<file path="src/rtl/win_detector.sv">
// Debounced win detector: qualifies a stable winning board pattern, latches its id,
// pulses the buzzer and counts wins. Optional macro WIN_DETECTOR_ALT_PATTERNS_EN adds altA/altB.
module win_detector #(
  parameter int WIDTH       = 32,
  parameter int HOLD_CYCLES = 4,
  parameter int BUZZ_CYCLES = 1000,
  parameter int CNT_W       = 8
) (
  input  logic             clk,
  input  logic             reset,
  input  logic             enable,
  input  logic [WIDTH-1:0] screen,
  input  logic             clear,
  output logic             win,
  output logic             buzz,
  output logic [1:0]       match_id,
  output logic [CNT_W-1:0] win_count
);

  localparam int CNT_BITS  = $clog2(HOLD_CYCLES + 1);
  localparam int BUZZ_BITS = $clog2(BUZZ_CYCLES + 1);

  localparam logic [CNT_BITS-1:0]  HOLD_VAL  = CNT_BITS'(HOLD_CYCLES);
  localparam logic [BUZZ_BITS-1:0] BUZZ_VAL  = BUZZ_BITS'(BUZZ_CYCLES);
  localparam logic [CNT_W-1:0]     COUNT_MAX = {CNT_W{1'b1}};

  localparam logic [1:0] ST_IDLE    = 2'd0;
  localparam logic [1:0] ST_QUALIFY = 2'd1;
  localparam logic [1:0] ST_WIN     = 2'd2;
  localparam logic [1:0] ST_REARM   = 2'd3;

  // Returns {valid, id}; the patterns are mutually exclusive so priority order is irrelevant.
  function automatic logic [2:0] decode_pattern(input logic [WIDTH-1:0] s);
    logic [2:0] r;
`ifdef WIN_DETECTOR_ALT_PATTERNS_EN
    logic [WIDTH-1:0] alt_a;
    logic [WIDTH-1:0] alt_b;
    for (int i = 0; i < WIDTH; i++) begin
      alt_a[i] = ((i % 2) == 0);
      alt_b[i] = ((i % 2) != 0);
    end
`endif
    if (s == {WIDTH{1'b0}}) begin
      r = 3'b100;
    end else if (s == {WIDTH{1'b1}}) begin
      r = 3'b101;
`ifdef WIN_DETECTOR_ALT_PATTERNS_EN
    end else if (s == alt_a) begin
      r = 3'b110;
    end else if (s == alt_b) begin
      r = 3'b111;
`endif
    end else begin
      r = 3'b000;
    end
    return r;
  endfunction

  logic [WIDTH-1:0]     screen_r;
  logic [2:0]           decode_s;
  logic                 pat_valid_s;
  logic [1:0]           pat_id_s;
  logic [1:0]           state_r, state_s;
  logic [CNT_BITS-1:0]  cnt_r, cnt_s;
  logic [1:0]           cand_r, cand_s;
  logic [BUZZ_BITS-1:0] buzz_cnt_r, buzz_cnt_s;
  logic [1:0]           match_id_r, match_id_s;
  logic [CNT_W-1:0]     win_count_r, win_count_s;
  logic                 win_r, buzz_r;

  // Board sample register; deliberately not reset so it always reflects the live board.
  always_ff @(posedge clk) begin
    screen_r <= screen;
  end

  assign decode_s    = decode_pattern(screen_r);
  assign pat_valid_s = decode_s[2];
  assign pat_id_s    = decode_s[1:0];

  // Next-state and datapath update for the qualify/win/re-arm sequence.
  always_comb begin
    state_s     = state_r;
    cnt_s       = cnt_r;
    cand_s      = cand_r;
    buzz_cnt_s  = buzz_cnt_r;
    match_id_s  = match_id_r;
    win_count_s = win_count_r;
    case (state_r)
      ST_IDLE: begin
        if (enable && pat_valid_s) begin
          cand_s  = pat_id_s;
          cnt_s   = CNT_BITS'(1);
          state_s = ST_QUALIFY;
        end else begin
          state_s = ST_IDLE;
        end
      end
      ST_QUALIFY: begin
        if (!enable || !pat_valid_s || (pat_id_s != cand_r)) begin
          state_s = ST_IDLE;
        end else if (cnt_r == HOLD_VAL) begin
          state_s    = ST_WIN;
          match_id_s = cand_r;
          buzz_cnt_s = BUZZ_VAL;
          if (win_count_r != COUNT_MAX) begin
            win_count_s = win_count_r + CNT_W'(1);
          end else begin
            win_count_s = win_count_r;
          end
        end else begin
          cnt_s = cnt_r + CNT_BITS'(1);
        end
      end
      ST_WIN: begin
        if (buzz_cnt_r != {BUZZ_BITS{1'b0}}) begin
          buzz_cnt_s = buzz_cnt_r - BUZZ_BITS'(1);
        end else begin
          buzz_cnt_s = buzz_cnt_r;
        end
        if (clear) begin
          state_s = ST_REARM;
        end else begin
          state_s = ST_WIN;
        end
      end
      ST_REARM: begin
        if (!pat_valid_s) begin
          state_s = ST_IDLE;
        end else begin
          state_s = ST_REARM;
        end
      end
      default: begin
        state_s = ST_IDLE;
      end
    endcase
  end

  // State registers; win/buzz are registered from next-state so they change on the deciding edge.
  always_ff @(posedge clk) begin
    if (reset) begin
      state_r     <= ST_IDLE;
      cnt_r       <= {CNT_BITS{1'b0}};
      cand_r      <= 2'd0;
      buzz_cnt_r  <= {BUZZ_BITS{1'b0}};
      match_id_r  <= 2'd0;
      win_count_r <= {CNT_W{1'b0}};
      win_r       <= 1'b0;
      buzz_r      <= 1'b0;
    end else begin
      state_r     <= state_s;
      cnt_r       <= cnt_s;
      cand_r      <= cand_s;
      buzz_cnt_r  <= buzz_cnt_s;
      match_id_r  <= match_id_s;
      win_count_r <= win_count_s;
      win_r       <= (state_s == ST_WIN);
      buzz_r      <= (state_s == ST_WIN) && (buzz_cnt_s != {BUZZ_BITS{1'b0}});
    end
  end

  assign win       = win_r;
  assign buzz      = buzz_r;
  assign match_id  = match_id_r;
  assign win_count = win_count_r;

endmodule

</file>
<file path="config.mk">
export PLATFORM = sky130hd
export DESIGN_NAME = win_detector
export DESIGN_NICKNAME = d
export VERILOG_FILES = /design/src/rtl/win_detector.sv
export SDC_FILE = /design/constraint.sdc
export NUM_CORES = 1
export LEC_CHECK = 0
export BUFFER_PORTS_ARGS = -buffer_cell sky130_fd_sc_hd__clkbuf_2
export CORE_ASPECT_RATIO = 1.75
export CORE_MARGIN = 4
export CORE_UTILIZATION = 55
export CTS_CLUSTER_SIZE = 40
export DETAILED_ROUTE_END_ITERATION = 8
export PLACE_DENSITY = 0.88
export SLEW_MARGIN = 30
export SYNTH_ARGS = -nofsm -noshare
export SYNTH_HDL_FRONTEND = slang
export SYNTH_SLANG_ARGS = --single-unit
</file>
<file path="constraint.sdc">
create_clock -name clk -period 4.5 [get_ports clk]
set_input_delay 0.45 -clock clk [delete_from_list [all_inputs] [get_ports clk]]
set_output_delay 0.45 -clock clk [all_outputs]
set_load 0.03 [all_outputs]
</file>
==> qor.tcl <==
set qor(synth-simple-area-share) 0.263
set qor(h-tree-depth) 3
set qor(fp-row-count) 32
set qor(post_cts_resize_count) 0
set qor(synth_top_cell_by_area) {dfxtp_1}
set qor(hold_violations) 0
set qor(grt_overflow) 0
set qor(maxClockFrequency_ghz) 0.393
set qor(synth_xor_xnor_area_share) 0.0359
set qor(max-vdd-ir-drop_mv) 0.364
set qor(core_area_mm2) 0.00436
set qor(timing_worst_slew_pin_value_ns) 0.645
set qor(ys_seq_elements) 59
set qor(first_iter_violations) 80
set qor(antenna_found_initial) 0
set qor(synth_cells) 269
set qor(dr.pass1.iters) 4
set qor(syn_avg_cell_area_um2) 9.20
set qor(grt_start_max_net_pins) 27
set qor(finish.net_count) 360
set qor(yosys_most_used_dff) {dfxtp_1}
set qor(postCtsSetupBuffers) 0
set qor(timing.final.crit_share) 0.565
set qor(ant_nets) 0
set qor(dp.final_hpwl_mm) 4.15
set qor(cts_tree) {built}
set qor(detailed_place.area_mm2) 0.00272
set qor(maxCapViolCount) 0
set qor(worst_clock_skew_ns) 0.00610
set qor(route.detailed.drc) 0
set qor(finalSetupViolCount) 0
set qor(dieWidth_um) 58.7
set qor(required_ns) 4.76
set qor(initial_core_utilization) 0.567
set qor(postLayoutCellArea_mm2) 0.00297
set qor(reg2reg_depth) 7
set qor(avgRoutedWirePerCell_um) 15.3
set qor(synth-compound-area-share) 0.129
set qor(synth_cell_type_count) 54
set qor(synth.top_cells.by_area) {dfxtp_1 (48%), ha_1 (4.0%), nor2_1 (3.9%)}
set qor(synth_enable_flop_cells) 0
set qor(clk_transition_reported_paths_ns) 0.07
set qor(highest_count_cells_in_the_layout_ignoring_fill_and_taps) {dfxtp_1 (59), clkbuf_2 (46), nor2_1 (26)}
set qor(synthArstFlopShare) 0
set qor(startpoint) {screen_r[19]}
set qor(fill_cells) 343
set qor(i_o_buffers) 46
set qor(worst_skew_pair.late_latency_ns) 0.34
set qor(worst-endpoint-arrival_ns) 2.80
set qor(cp-end-kind) {flop}
set qor(worstSetupStartpointType) {flop}
set qor(vias_per_cell) 5.93
set qor(synth.area.mux_share) 0.0172
set qor(fp.dieH_um) 96.7
set qor(synth-seq-area-share) 0.477
set qor(clock_path_buffers) 2
set qor(post_cts_hold_buffer_count) 0
set qor(io-pin-count) 48
set qor(globalplace.congestion) 0.916
set qor(grt_use_total) 0.221
set qor(timing_worst_setup_path_type) {flop to flop}
set qor(power.total_mw) 1.16
set qor(grt_pass1_wl_mm) 9.56
set qor(finalSetupTns_ns) 0
set qor(worst_setup_path_endpoint) {buzz}
set qor(setup_slack_ns) 1.96
set qor(power_per_cell_area_mw_per_mm2) 393
set qor(grt_pass1_vias) 2252
set qor(synth.cell_area_mm2) 0.00247
set qor(final-seq-area_mm2) 0.00118
set qor(final_common_cell) {dfxtp_1}
set qor(cts-root-buf) {clkbuf_8}
set qor(post_synthesis_net_count) 313
set qor(rsz0062_at_grt) {false}
set qor(rr_endpoint) {buzz}
set qor(largest_family_of_logic_cells_by_synthesized_area) {simple AND/OR/NAND/NOR gates}
set qor(post_route_cells_drive_above_1_share) 0.213
set qor(place_ws_ns) 1.99
set qor(post-synth-top-area-fraction) 0.477
set qor(report.final.slew_viol_count) 0
set qor(worst-r2r-setup-slack_ns) 1.96
set qor(area_growth_pct) 20.0
set qor(wirelength_mm) 5.69
set qor(synthAdderAreaFrac) 0.0405
set qor(dr_total_vias) 2200
set qor(power.static_leakage_nw) 1.21
set qor(timing.hold.worst.class) {primary input to flop}
set qor(cp_max_fo) 6
set qor(area_of_the_multi_input_gates_mm2) 0.00121
set qor(timing.final.crit_period_ns) 2.54
set qor(warnings_from_yosys) 0
set qor(reg2reg_from) {screen_r[19]}
set qor(cts.sink_count) 59
set qor(maxSlewHeadroom) 0.563
set qor(die_area_mm2) 0.00568
set qor(result_of_the_run) {finished clean}
set qor(num_antenna_cells) 0
set qor(cts_made_buffers) 9
[logic make-up after synthesis]
logic type / Yosys count
and+or+nand+nor: 119
DFF: 59
AOI/OAI and AO/OA: 51
buffers and inverters: 20
adders and majority gates: 8
xor gates and xnor gates: 8
muxes: 3
other: 1
[power breakdown]
part / leakage [nW] / switching, mW / total, mW / internal, mW
sequential: 0.487 / 0.00830 / 0.546 / 0.538
clock: 0.122 / 0.201 / 0.595 / 0.395
combinational: 0.605 / 0.0109 / 0.0233 / 0.0124
[routing by layer]
| layer | up-vias | GRT usage | share of wire |
|---|---|---|---|
| met4 | 0 | 0.145 | 0.049 |
| li1 | 1083 | - | - |
| met1 | 1006 | 0.210 | 0.35 |
| met3 | 26 | 0.0734 | 0.062 |
| met5 | - | 0 | 0 |
| met2 | 85 | 0.383 | 0.54 |
[flip-flops by register name, indices dropped and copies added (netlist names)]
| name | count |
|---|---|
| win | 1 |
| cnt_r | 3 |
| win_count | 8 |
| cand_r | 1 |
| match_id | 1 |
| buzz | 1 |
| screen_r | 32 |
| buzz_cnt_r | 10 |
| state_r | 2 |
[how the worst min path moves through the flow]
stage / from / endpoint / slack, ns / depth (start not counted)
after floorplan: screen[0] / screen_r[0] / 0.48 / 0
after detailed placement: match_id[0] / match_id[0] / 0.49 / 2
after global routing: screen[12] / screen_r[12] / 0.19 / 1
final: screen[9] / screen_r[9] / 0.21 / 1
after CTS: screen[9] / screen_r[9] / 0.20 / 1
after global placement: match_id[0] / match_id[0] / 0.48 / 2
[cell usage after synthesis (2+ instances only)]
master and number:
nor4_1 12, or4_1 3, xor2_1 6, ha_1 8
nand2_1 22, and3_1 6, or3_1 2, dfxtp_1 59
nand2b_1 2, nand3_1 4, mux2i_1 2, clkbuf_1 7
inv_1 10, a2111oi_0 2, nor2_1 26, a21o_1 2
nand4b_1 2, o21ai_0 9, a31oi_1 5, a21oi_1 17
nand2_4 2, nand4_1 15, o21ai_1 3, nor3_1 9
nor2b_1 3, a211oi_1 3
[per-stage QoR]
stage	utilization	hold slack (ns)	cells
after floorplan	-	0.478	269
after global placement	0.623	0.478	356
after detailed placement	0.623	0.494	356
after CTS	0.680	0.195	371
after global routing	0.680	0.192	371
final	0.680	0.208	371
[worst max-delay path: stages, from the launching register on]
cell and delay [ns]:
dfxtp_1 0.31, nor4_1 0.33, nand2_1 0.10, or4_1 0.76, mux2i_4 0.30, nand4_1 0.27, nor4bb_1 0.24, a31oi_1 0.16
[area by class of cell]
| cell class | instances | area share |
|---|---|---|
| timing repair buffer | 46 | 0.0776 |
| sequential | 59 | 0.398 |
| multi-input combinational | 190 | 0.406 |
| tap | 51 | 0.0215 |
| clock buffer | 11 | 0.0510 |
| inverter | 10 | 0.0126 |
| clock inverter | 4 | 0.0329 |
No activity file was read; power rests on OpenSTA's default activity.
